--- config.mk ---
export PLATFORM = sky130hd
export DESIGN_NAME = vga_fb_ctrl
export DESIGN_NICKNAME = d
export VERILOG_FILES = /design/src/rtl/vga_fb_ctrl_pkg.sv /design/src/rtl/vga_pixel_fifo.sv /design/src/rtl/vga_fb_ctrl.sv
export SDC_FILE = /design/constraint.sdc
export NUM_CORES = 1
export LEC_CHECK = 0
export BUFFER_PORTS_ARGS = -buffer_cell sky130_fd_sc_hd__buf_2
export CAP_MARGIN = 20
export CORE_ASPECT_RATIO = 1.1
export CORE_MARGIN = 1.5
export CORE_UTILIZATION = 57
export DETAILED_ROUTE_END_ITERATION = 10
export HOLD_SLACK_MARGIN = 0.15
export MAX_ROUTING_LAYER = met4
export PLACE_DENSITY = 0.8
export SLEW_MARGIN = 20
export SYNTH_ARGS = -nofsm -noshare
export SYNTH_HDL_FRONTEND = slang
export SYNTH_HIERARCHICAL = 1
export SYNTH_SLANG_ARGS = --single-unit
--- constraint.sdc ---
create_clock -name clk -period 3.5 [get_ports clk]
set_input_delay 0.175 -clock clk [delete_from_list [all_inputs] [get_ports clk]]
set_output_delay 0.175 -clock clk [all_outputs]
set_load 0.01 [all_outputs]
--- src/rtl/vga_fb_ctrl_pkg.sv ---
// Shared types and helpers for the iob_vga frame-buffer controller.
// Optional CPU read path is enabled by defining VGA_FB_CPU_RD_EN.
package vga_fb_ctrl_pkg;

  localparam int RGB_W = 12;

  typedef enum logic [1:0] {
    ST_IDLE  = 2'd0,
    ST_FETCH = 2'd1,
    ST_DONE  = 2'd2
  } fb_state_e;

  // FIFO pointer width; the occupancy counter is one bit wider.
  function automatic int ptr_w(input int depth);
    return (depth > 1) ? $clog2(depth) : 1;
  endfunction

endpackage

--- src/rtl/vga_pixel_fifo.sv ---
// Pixel prefetch FIFO: power-of-two depth, flush has priority over push/pop.
// Pop on empty is ignored; push on a full FIFO is accepted only alongside a pop.
module vga_pixel_fifo
  import vga_fb_ctrl_pkg::*;
#(
  parameter int DEPTH = 8,
  parameter int W     = RGB_W
) (
  input  logic                    clk,
  input  logic                    rst,
  input  logic                    flush,
  input  logic                    push,
  input  logic                    pop,
  input  logic [W-1:0]            din,
  output logic [W-1:0]            dout,
  output logic [ptr_w(DEPTH):0]   count,
  output logic                    empty
);

  localparam int PW = ptr_w(DEPTH);
  localparam logic [PW:0] FULL_CNT = (PW+1)'(DEPTH);

  logic [W-1:0]  mem_q [DEPTH];
  logic [PW-1:0] rd_ptr_q, wr_ptr_q;
  logic [PW:0]   count_q;
  logic          do_push, do_pop;

  assign empty   = (count_q == '0);
  assign do_pop  = pop && !empty;
  assign do_push = push && ((count_q != FULL_CNT) || do_pop);

  always_ff @(posedge clk or posedge rst) begin
    if (rst) begin
      rd_ptr_q <= '0;
      wr_ptr_q <= '0;
      count_q  <= '0;
    end else if (flush) begin
      rd_ptr_q <= '0;
      wr_ptr_q <= '0;
      count_q  <= '0;
    end else begin
      if (do_push) wr_ptr_q <= wr_ptr_q + 1'b1;
      if (do_pop)  rd_ptr_q <= rd_ptr_q + 1'b1;
      case ({do_push, do_pop})
        2'b10:   count_q <= count_q + 1'b1;
        2'b01:   count_q <= count_q - 1'b1;
        default: count_q <= count_q;
      endcase
    end
  end

  always_ff @(posedge clk) begin
    if (do_push && !flush) mem_q[wr_ptr_q] <= din;
  end

  assign dout  = mem_q[rd_ptr_q];
  assign count = count_q;

endmodule

--- src/rtl/vga_fb_ctrl.sv ---
// Frame-buffer arbiter: raster-order display prefetch has priority, CPU takes idle slots.
// Define VGA_FB_CPU_RD_EN to add CPU reads (cpu_we/cpu_rdata/cpu_rvalid).
module vga_fb_ctrl
  import vga_fb_ctrl_pkg::*;
#(
  parameter int H_RES      = 640,
  parameter int V_RES      = 480,
  parameter int ADDR_W     = 19,
  parameter int FIFO_DEPTH = 8
) (
  input  logic              clk,
  input  logic              rst,
  input  logic              frame_start,
  input  logic              pix_en,
  input  logic              disp_active,
  output logic [RGB_W-1:0]  rgb,
  output logic              underrun,
  input  logic              cpu_valid,
  output logic              cpu_ready,
  input  logic [ADDR_W-1:0] cpu_addr,
  input  logic [RGB_W-1:0]  cpu_wdata,
`ifdef VGA_FB_CPU_RD_EN
  input  logic              cpu_we,
  output logic [RGB_W-1:0]  cpu_rdata,
  output logic              cpu_rvalid,
`endif
  output logic              mem_en,
  output logic              mem_we,
  output logic [ADDR_W-1:0] mem_addr,
  output logic [RGB_W-1:0]  mem_wdata,
  input  logic [RGB_W-1:0]  mem_rdata
);

  localparam int PW = ptr_w(FIFO_DEPTH);
  localparam logic [ADDR_W-1:0] LAST_ADDR = ADDR_W'(H_RES * V_RES - 1);
  localparam logic [PW+1:0]     DEPTH_L   = (PW+2)'(FIFO_DEPTH);

  fb_state_e         state_q, state_d;
  logic [ADDR_W-1:0] fetch_addr_q, fetch_addr_d;
  logic              rd_vld_q, rd_vld_d;
  logic [RGB_W-1:0]  rgb_q;
  logic              underrun_q;

  logic [RGB_W-1:0]  fifo_dout;
  logic [PW:0]       fifo_count;
  logic              fifo_empty, fifo_push, fifo_pop;
  logic [PW+1:0]     occupancy;
  logic              disp_rd, cpu_grant, cpu_is_wr;

  // An in-flight read already owns a FIFO slot, so it counts toward occupancy.
  assign occupancy = {1'b0, fifo_count} + (PW+2)'(rd_vld_q);
  assign disp_rd   = !frame_start && (state_q == ST_FETCH) && (occupancy < DEPTH_L);
  assign cpu_grant = !frame_start && !disp_rd && cpu_valid;

`ifdef VGA_FB_CPU_RD_EN
  assign cpu_is_wr = cpu_we;
`else
  assign cpu_is_wr = 1'b1;
`endif

  always_ff @(posedge clk or posedge rst) begin
    if (rst) begin
      state_q      <= ST_IDLE;
      fetch_addr_q <= '0;
      rd_vld_q     <= 1'b0;
    end else begin
      state_q      <= state_d;
      fetch_addr_q <= fetch_addr_d;
      rd_vld_q     <= rd_vld_d;
    end
  end

  always_comb begin
    state_d      = state_q;
    fetch_addr_d = fetch_addr_q;
    rd_vld_d     = disp_rd;
    if (frame_start) begin
      state_d      = ST_FETCH;
      fetch_addr_d = '0;
    end else if (disp_rd) begin
      fetch_addr_d = fetch_addr_q + 1'b1;
      if (fetch_addr_q == LAST_ADDR) state_d = ST_DONE;
    end
  end

  always_comb begin
    mem_en    = 1'b0;
    mem_we    = 1'b0;
    mem_addr  = '0;
    mem_wdata = '0;
    cpu_ready = 1'b0;
    if (disp_rd) begin
      mem_en   = 1'b1;
      mem_addr = fetch_addr_q;
    end else if (cpu_grant) begin
      cpu_ready = 1'b1;
      mem_en    = 1'b1;
      mem_we    = cpu_is_wr;
      mem_addr  = cpu_addr;
      mem_wdata = cpu_wdata;
    end
  end

  // frame_start discards a read still in flight from the previous frame.
  assign fifo_push = rd_vld_q && !frame_start;
  assign fifo_pop  = pix_en && disp_active;

  vga_pixel_fifo #(
    .DEPTH (FIFO_DEPTH),
    .W     (RGB_W)
  ) u_fifo (
    .clk   (clk),
    .rst   (rst),
    .flush (frame_start),
    .push  (fifo_push),
    .pop   (fifo_pop),
    .din   (mem_rdata),
    .dout  (fifo_dout),
    .count (fifo_count),
    .empty (fifo_empty)
  );

  always_ff @(posedge clk or posedge rst) begin
    if (rst) begin
      rgb_q      <= '0;
      underrun_q <= 1'b0;
    end else if (pix_en) begin
      if (disp_active) begin
        rgb_q <= fifo_empty ? '0 : fifo_dout;
        if (fifo_empty) underrun_q <= 1'b1;
      end else begin
        rgb_q <= '0;
      end
    end
  end

  assign rgb      = rgb_q;
  assign underrun = underrun_q;

`ifdef VGA_FB_CPU_RD_EN
  logic             cpu_rvalid_q;
  logic [RGB_W-1:0] cpu_rdata_q;

  always_ff @(posedge clk or posedge rst) begin
    if (rst) begin
      cpu_rvalid_q <= 1'b0;
      cpu_rdata_q  <= '0;
    end else begin
      cpu_rvalid_q <= cpu_grant && !cpu_we;
      if (cpu_rvalid_q) cpu_rdata_q <= mem_rdata;
    end
  end

  // RAM data is presented on the rvalid cycle and held in cpu_rdata_q afterwards.
  assign cpu_rvalid = cpu_rvalid_q;
  assign cpu_rdata  = cpu_rvalid_q ? mem_rdata : cpu_rdata_q;
`endif

endmodule

=== Yosys cells after proc, flatten, opt, wreduce, memory -nomap -nowiden ===
Memory sizes are Yosys's and may differ from the RTL's.
Cells that the tools add are included.

* Add/subtract/negate cells: 6
* Order comparisons: 1
* Equal/unequal tests: 5
* Mux-type cells: 22
* Reduce and logical (&&, ||, !) cells: 21

{| class="wikitable"
|+ Operators with widths
! kind !! number
|-
| $mux 19 || 4
|-
| $mux 12 || 4
|-
| $add 19x1->19 const B || 1
|-
| $eq 19x19->1 const B || 1
|-
| $mux 3 || 4
|-
| $logic_and 1x1->1 || 9
|-
| $pmux 4 s2 || 1
|-
| $reduce_bool 2->1 || 4
|-
| $add 3x1->3 const B || 2
|-
| $mux 2 || 3
|-
| $add 4x1->5 || 1
|-
| $lt 5x4->1 const B || 1
|-
| $mux 1 || 5
|-
| $add 4x1->4 const B || 1
|-
| $eq 2x1->1 const B || 2
|-
| $logic_not 4->1 || 1
|-
| $mux 4 || 1
|-
| $ne 4x4->1 const B || 1
|-
| $sub 4x1->4 const B || 1
|-
| $logic_not 1->1 || 3
|-
| $reduce_and 3->1 || 1
|-
| $reduce_bool 3->1 || 1
|-
| $eq 2x2->1 const B || 1
|-
| $reduce_and 2->1 || 1
|-
| $logic_or 1x1->1 || 1
|}

* Register bits after elaboration: 45
* Bits in writable memories: 96
* Output and inout bits: 47
* Word-level logic and storage cells: 64
* Memories: 1

{| class="wikitable"
|+ Memory list
! memory !! words !! width !! read ports !! clocked after Yosys merged registers in !! write ports !! line !! text
|-
| u_fifo.mem_q || 8 || 12 || 1 || 0 || 1 || vga_pixel_fifo.sv:23 || <nowiki>logic [W-1:0] mem_q [DEPTH];</nowiki>
|}

=== Depth between registers and ports, before layout ===
* Depth in word-level cells: 8
* Depth in mapped cells: 10
* Depth with buffers taken out: 8

=== Modules after synthesis ===
Netlist, hierarchy kept.

{| class="wikitable"
|+ By module, submodules not included
! module !! instances !! cells each !! area each (µm²) !! sequential area each (µm²)
|-
| vga_pixel_fifo || 1 || 217 || 4396.7 || 3133.0
|-
| vga_fb_ctrl || 1 || 209 || 1936.9 || 875.8
|}

=== Least setup slack after synthesis ===
Ideal clock, no wire load.

* Path type: register -> register
* Start: register u_fifo.count_q[0], in the netlist u_fifo/count[0]
* End: memory u_fifo/mem_q[0][0] in the netlist's numbering, enable pin
* Library setup time: 413 ps
* Data arrival time: 2327 ps
* Data required time: 3087 ps
* Slack: 760 ps
* Cell stages (with the launch flop): 6
* Path buffers: 1
* Period minus slack after synthesis: 2740 ps
* Cell sequence: dfrtp_1 or3_1 buf_2 o21ai_2 or2_2 nor4_1

* Cells in the longest elaborated chain, start to end: 8
* Elaborated cells on any way between the ends: 9

{| class="wikitable"
|+ RTL lines
! what !! line !! text
|-
| from (decl) || vga_pixel_fifo.sv:25 || <nowiki>logic [PW:0] count_q;</nowiki>
|-
| from (signal assigned) || vga_pixel_fifo.sv:45 || <nowiki>2'b10: count_q <= count_q + 1'b1;</nowiki>
|-
| from (signal assigned) || vga_pixel_fifo.sv:46 || <nowiki>2'b01: count_q <= count_q - 1'b1;</nowiki>
|-
| from (signal assigned) || vga_pixel_fifo.sv:47 || <nowiki>default: count_q <= count_q;</nowiki>
|-
| $logic_not 4->1 || vga_pixel_fifo.sv:28 || <nowiki>assign empty = (count_q == '0);</nowiki>
|-
| $logic_not 1->1 || vga_pixel_fifo.sv:29 || <nowiki>assign do_pop = pop && !empty;</nowiki>
|-
| $logic_and 1x1->1 || vga_pixel_fifo.sv:29 ||
|-
| $logic_or 1x1->1 (*) || vga_pixel_fifo.sv:30 || <nowiki>assign do_push = push && ((count_q != FULL_CNT) || do_pop);</nowiki>
|-
| $logic_and 1x1->1 (*) || vga_pixel_fifo.sv:30 ||
|-
| $logic_and 1x1->1 (*) || vga_pixel_fifo.sv:53 || <nowiki>if (do_push && !flush) mem_q[wr_ptr_q] <= din;</nowiki>
|-
| $mux 1 (*) || vga_pixel_fifo.sv:53 ||
|-
| $mux 1 (not written as such) (*) || vga_pixel_fifo.sv:53 ||
|-
| to (decl) || vga_pixel_fifo.sv:23 ||
|}

Mark *: on every way between the ends. The rest lies on a longest branch, timed or not.

=== Final worst setup path ===
* Start: register u_fifo.count_q[0], in the netlist u_fifo/count[0]
* End: output port mem_addr[6]

* Cells in the longest elaborated chain, start to end: 8

{| class="wikitable"
|+ RTL lines
! what !! line !! text
|-
| $add 4x1->5 (*) || vga_fb_ctrl.sv:51 || <nowiki>assign occupancy = {1'b0, fifo_count} + (PW+2)'(rd_vld_q);</nowiki>
|-
| $lt 5x4->1 (*) || vga_fb_ctrl.sv:52 || <nowiki>assign disp_rd = !frame_start && (state_q == ST_FETCH) && (occupancy < DEPTH_L);</nowiki>
|-
| $logic_and 1x1->1 (*) || vga_fb_ctrl.sv:52 ||
|-
| $logic_not 1->1 || vga_fb_ctrl.sv:53 || <nowiki>assign cpu_grant = !frame_start && !disp_rd && cpu_valid;</nowiki>
|-
| $logic_and 1x1->1 (2 in a row) || vga_fb_ctrl.sv:53 ||
|-
| $mux 19 || vga_fb_ctrl.sv:95 || <nowiki>end else if (cpu_grant) begin</nowiki>
|-
| $mux 19 (*) || vga_fb_ctrl.sv:92 || <nowiki>if (disp_rd) begin</nowiki>
|-
| to (decl) || vga_fb_ctrl.sv:29 || <nowiki>output logic [ADDR_W-1:0] mem_addr,</nowiki>
|}

Marked as above.

==> flow_metrics.tcl <==
set metrics [dict create \
    synth_edf_count 96 \
    synth-seq-cells 141 \
    path_max_fanout 22 \
    drive_above_1_share_pct 29.9 \
    grt_pass1_wl_um 22400 \
    numClockSinks 141 \
    slew_headroom_pct 30.4 \
    timing_hold_violations_final 0 \
    insertedDiodeCount 0 \
    wl_per_cell_um 19.8 \
    die_w_um 104 \
    path_clk_slew_ps 60 \
    finalSetupViolations 0 \
    ys_seq_area_share_pct 63.3 \
    cts_root_buffer "clkbuf_16" \
    coreArea_um2 10900 \
    start_kind "register" \
    vdd.ir_drop.worst_uv 531 \
    yosys_warnings 6 \
    ys_types 50 \
    p_leak_nw 3.06 \
    area_growth_pct 21.0 \
    dr_total_vias 4203 \
    dp_hpwl_um 8730 \
    min_period_ps 3100 \
    post_cts_buffers 0 \
    drt_wl_total_um 13900 \
    cts-htree-levels 4 \
    grt.total_usage_pct 26.1 \
    fill_cells 695 \
    routabilityCongestion 0.836 \
    worstHoldPathType "primary input to asynchronous set/reset pin" \
    cts_tree "built" \
    insertion_delay_ps 420 \
    clock_path_buffers 2 \
    grt_setup_unrepaired "no" \
    synth.avg_cell_area_um2 14.9 \
    synth_area_um2 6330 \
    finalCritPeriodShare_pct 88.5 \
    die_h_um 114 \
    syn_inst 426 \
    io_buffers 95 \
    cp-end-kind "output pin" \
    p_per_area_nw_per_um2 533 \
    cts_buffers 17 \
    ios 96 \
    std_cell_rows 40 \
    initial_core_util_pct 58.3 \
    grt_pass1_vias 4289 \
    globalRouteOverflowTotal 0 \
    path_class "register to output pin" \
    final_cells 703 \
    async_flop_share_pct 31.9 \
    die_area_um2 11800 \
    worst_pin_slew_ps 1040 \
    outcome "completed" \
    detail_route.vias_per_cell 5.98 \
    synth_nets 481 \
    slew_violations 0 \
    drt.antenna.violating_nets 0 \
    max_cap_violations 0 \
    placedCellCount 656 \
    worstPathRequired_ps 3320 \
    antenna_found_initial 0 \
    max_freq_mhz 323 \
    clock_skew_ps 7.83 \
    drc 0 \
    dr.pass1.iters 5 \
    synth_flop_cell "edfxtp_1" \
    cp.arrival_ps 2920 \
    drt_iter0_drc 308 \
    layout.nets 598 \
    grt_max_degree 27 \
    fin_tns_setup_ps 0 \
]
## flip-flops by register name, indices dropped and copies added, names as in the netlist
signal and cells:
rgb 12, u_fifo/count 4, underrun 1, u_fifo/mem_q 96
state_q 2, u_fifo/wr_ptr_q 3, u_fifo/rd_ptr_q 3, rd_vld_q 1
fetch_addr_q 19
## what timing repair did
item,4_1_cts,5_1_grt
gates resized for setup,0,1
setup endpoints to repair,0,20
hold endpoints to repair,141,0
hold buffers,15,0
## final cells by class
type / instances / area, um^2 / area share (%)
clock buffer: 21 / 472 / 6.15
clock inverter: 11 / 80.1 / 1.04
inverter: 17 / 63.8 / 0.833
multi-input combinational: 245 / 2150 / 28.0
sequential: 141 / 4010 / 52.3
tap: 147 / 184 / 2.40
timing repair buffer: 121 / 708 / 9.24
## Yosys cell counts (all sizes together), types with 2 or more instances
cell type	count	area (um^2)
mux2i	7	70.1
o21ai	19	103
nor2	26	97.6
a21o	2	15.0
edfxtp	96	2880
nor2b	7	43.8
nand3	6	35.0
mux4	24	612
nand2	26	97.6
nand4	8	56.3
a22o	19	166
inv	17	63.8
or3	3	18.8
ha	5	62.6
dfrtp	45	1130
xnor2	3	26.3
or2	2	12.5
or4	4	30.0
xor2	7	61.3
o31ai	4	30.0
a211oi	3	35.0
mux2	14	158
and4	4	35.0
o311ai	3	26.3
o41ai	2	17.5
nand2b	2	12.5
a21oi	9	45.0
and2	3	18.8
buf	13	91.3
clkbuf	10	37.5
nor4	5	31.3
nor4b	2	32.5
o211ai	5	37.5
and3	13	81.3
nor3	4	20.0
## metal layers
metal	track usage [%]	wire, um
met2	46.0	7380
met1	28.6	5420
met3	6.80	879
met5	-	0
met4	10.4	240
## final timing paths
kind,startpoint,endpoint,slack (ps),cells past startpoint
worst min-delay path,rst,u_fifo/wr_ptr_q[1]$_DFFE_PP0P_,310,3
worst max register to register,u_fifo/count[0]$_DFFE_PP0P_,u_fifo/count[3]$_DFFE_PP0P_,860,8
worst max-delay path,u_fifo/count[0]$_DFFE_PP0P_,mem_addr[6],400,5
worst min register to register,underrun$_DFFE_PP0P_,underrun$_DFFE_PP0P_,460,1
max in group asynchronous,rst,rgb[2]$_DFFE_PP0P_,2470,4
min in group clk,disp_active,underrun$_DFFE_PP0P_,370,3
## worst max-delay path, stage by stage (launching register included)
cell     delay, ps
dfrtp_1        480
nand4_1        400
a21oi_2        560
and2_1         680
a22o_1         240
buf_2          130
## stage by stage
stage               cell area, um^2  utilization (%)  hold WS (ps)  setup slack [ps]  total power [mW]
floorplan                      6330                -          15.2               760              2.28
global placement               6960             64.1           191               783              2.41
detailed placement             6960             64.1           197               620              2.43
CTS                            7660             70.5           320               166              4.10
global route                   7660             70.6           365               192              4.24
finish                         7660             70.6           310               404              4.08
## where the power goes
part | switching (mW) | internal, mW | leakage (nW)
clock network | 0.684 | 0.972 | 0.275
registers | 0.0632 | 1.85 | 1.47
logic | 0.288 | 0.230 | 1.31
total | 1.04 | 3.05 | 3.06
## cell usage in the layout (no fill, tap or decap), types with 13 or more instances in the layout
| master | instances |
|---|---|
| buf_2 | 95 |
| edfxtp_1 | 96 |
| nor2_1 | 26 |
| and3_1 | 13 |
| inv_1 | 15 |
| a22o_1 | 19 |
| dlygate4sd3_1 | 15 |
| o21ai_0 | 17 |
| dfrtp_1 | 45 |
| mux4_1 | 19 |
| mux2_2 | 13 |
| nand2_1 | 26 |
| clkbuf_16 | 18 |
## cell families (layout without fill, tap and decap cells)
group	Yosys count	in the layout	share of synthesized area [%]
AOI/OAI and AO/OA	68	68	7.76
xor gates and xnor gates	10	10	1.38
adders and majority gates	6	6	1.30
buffers and inverters	40	170	3.04
DFF	141	141	63.3
muxes	45	45	13.3
and+or+nand+nor	116	116	9.96
Note: power is estimated with default switching activity, not from simulation.
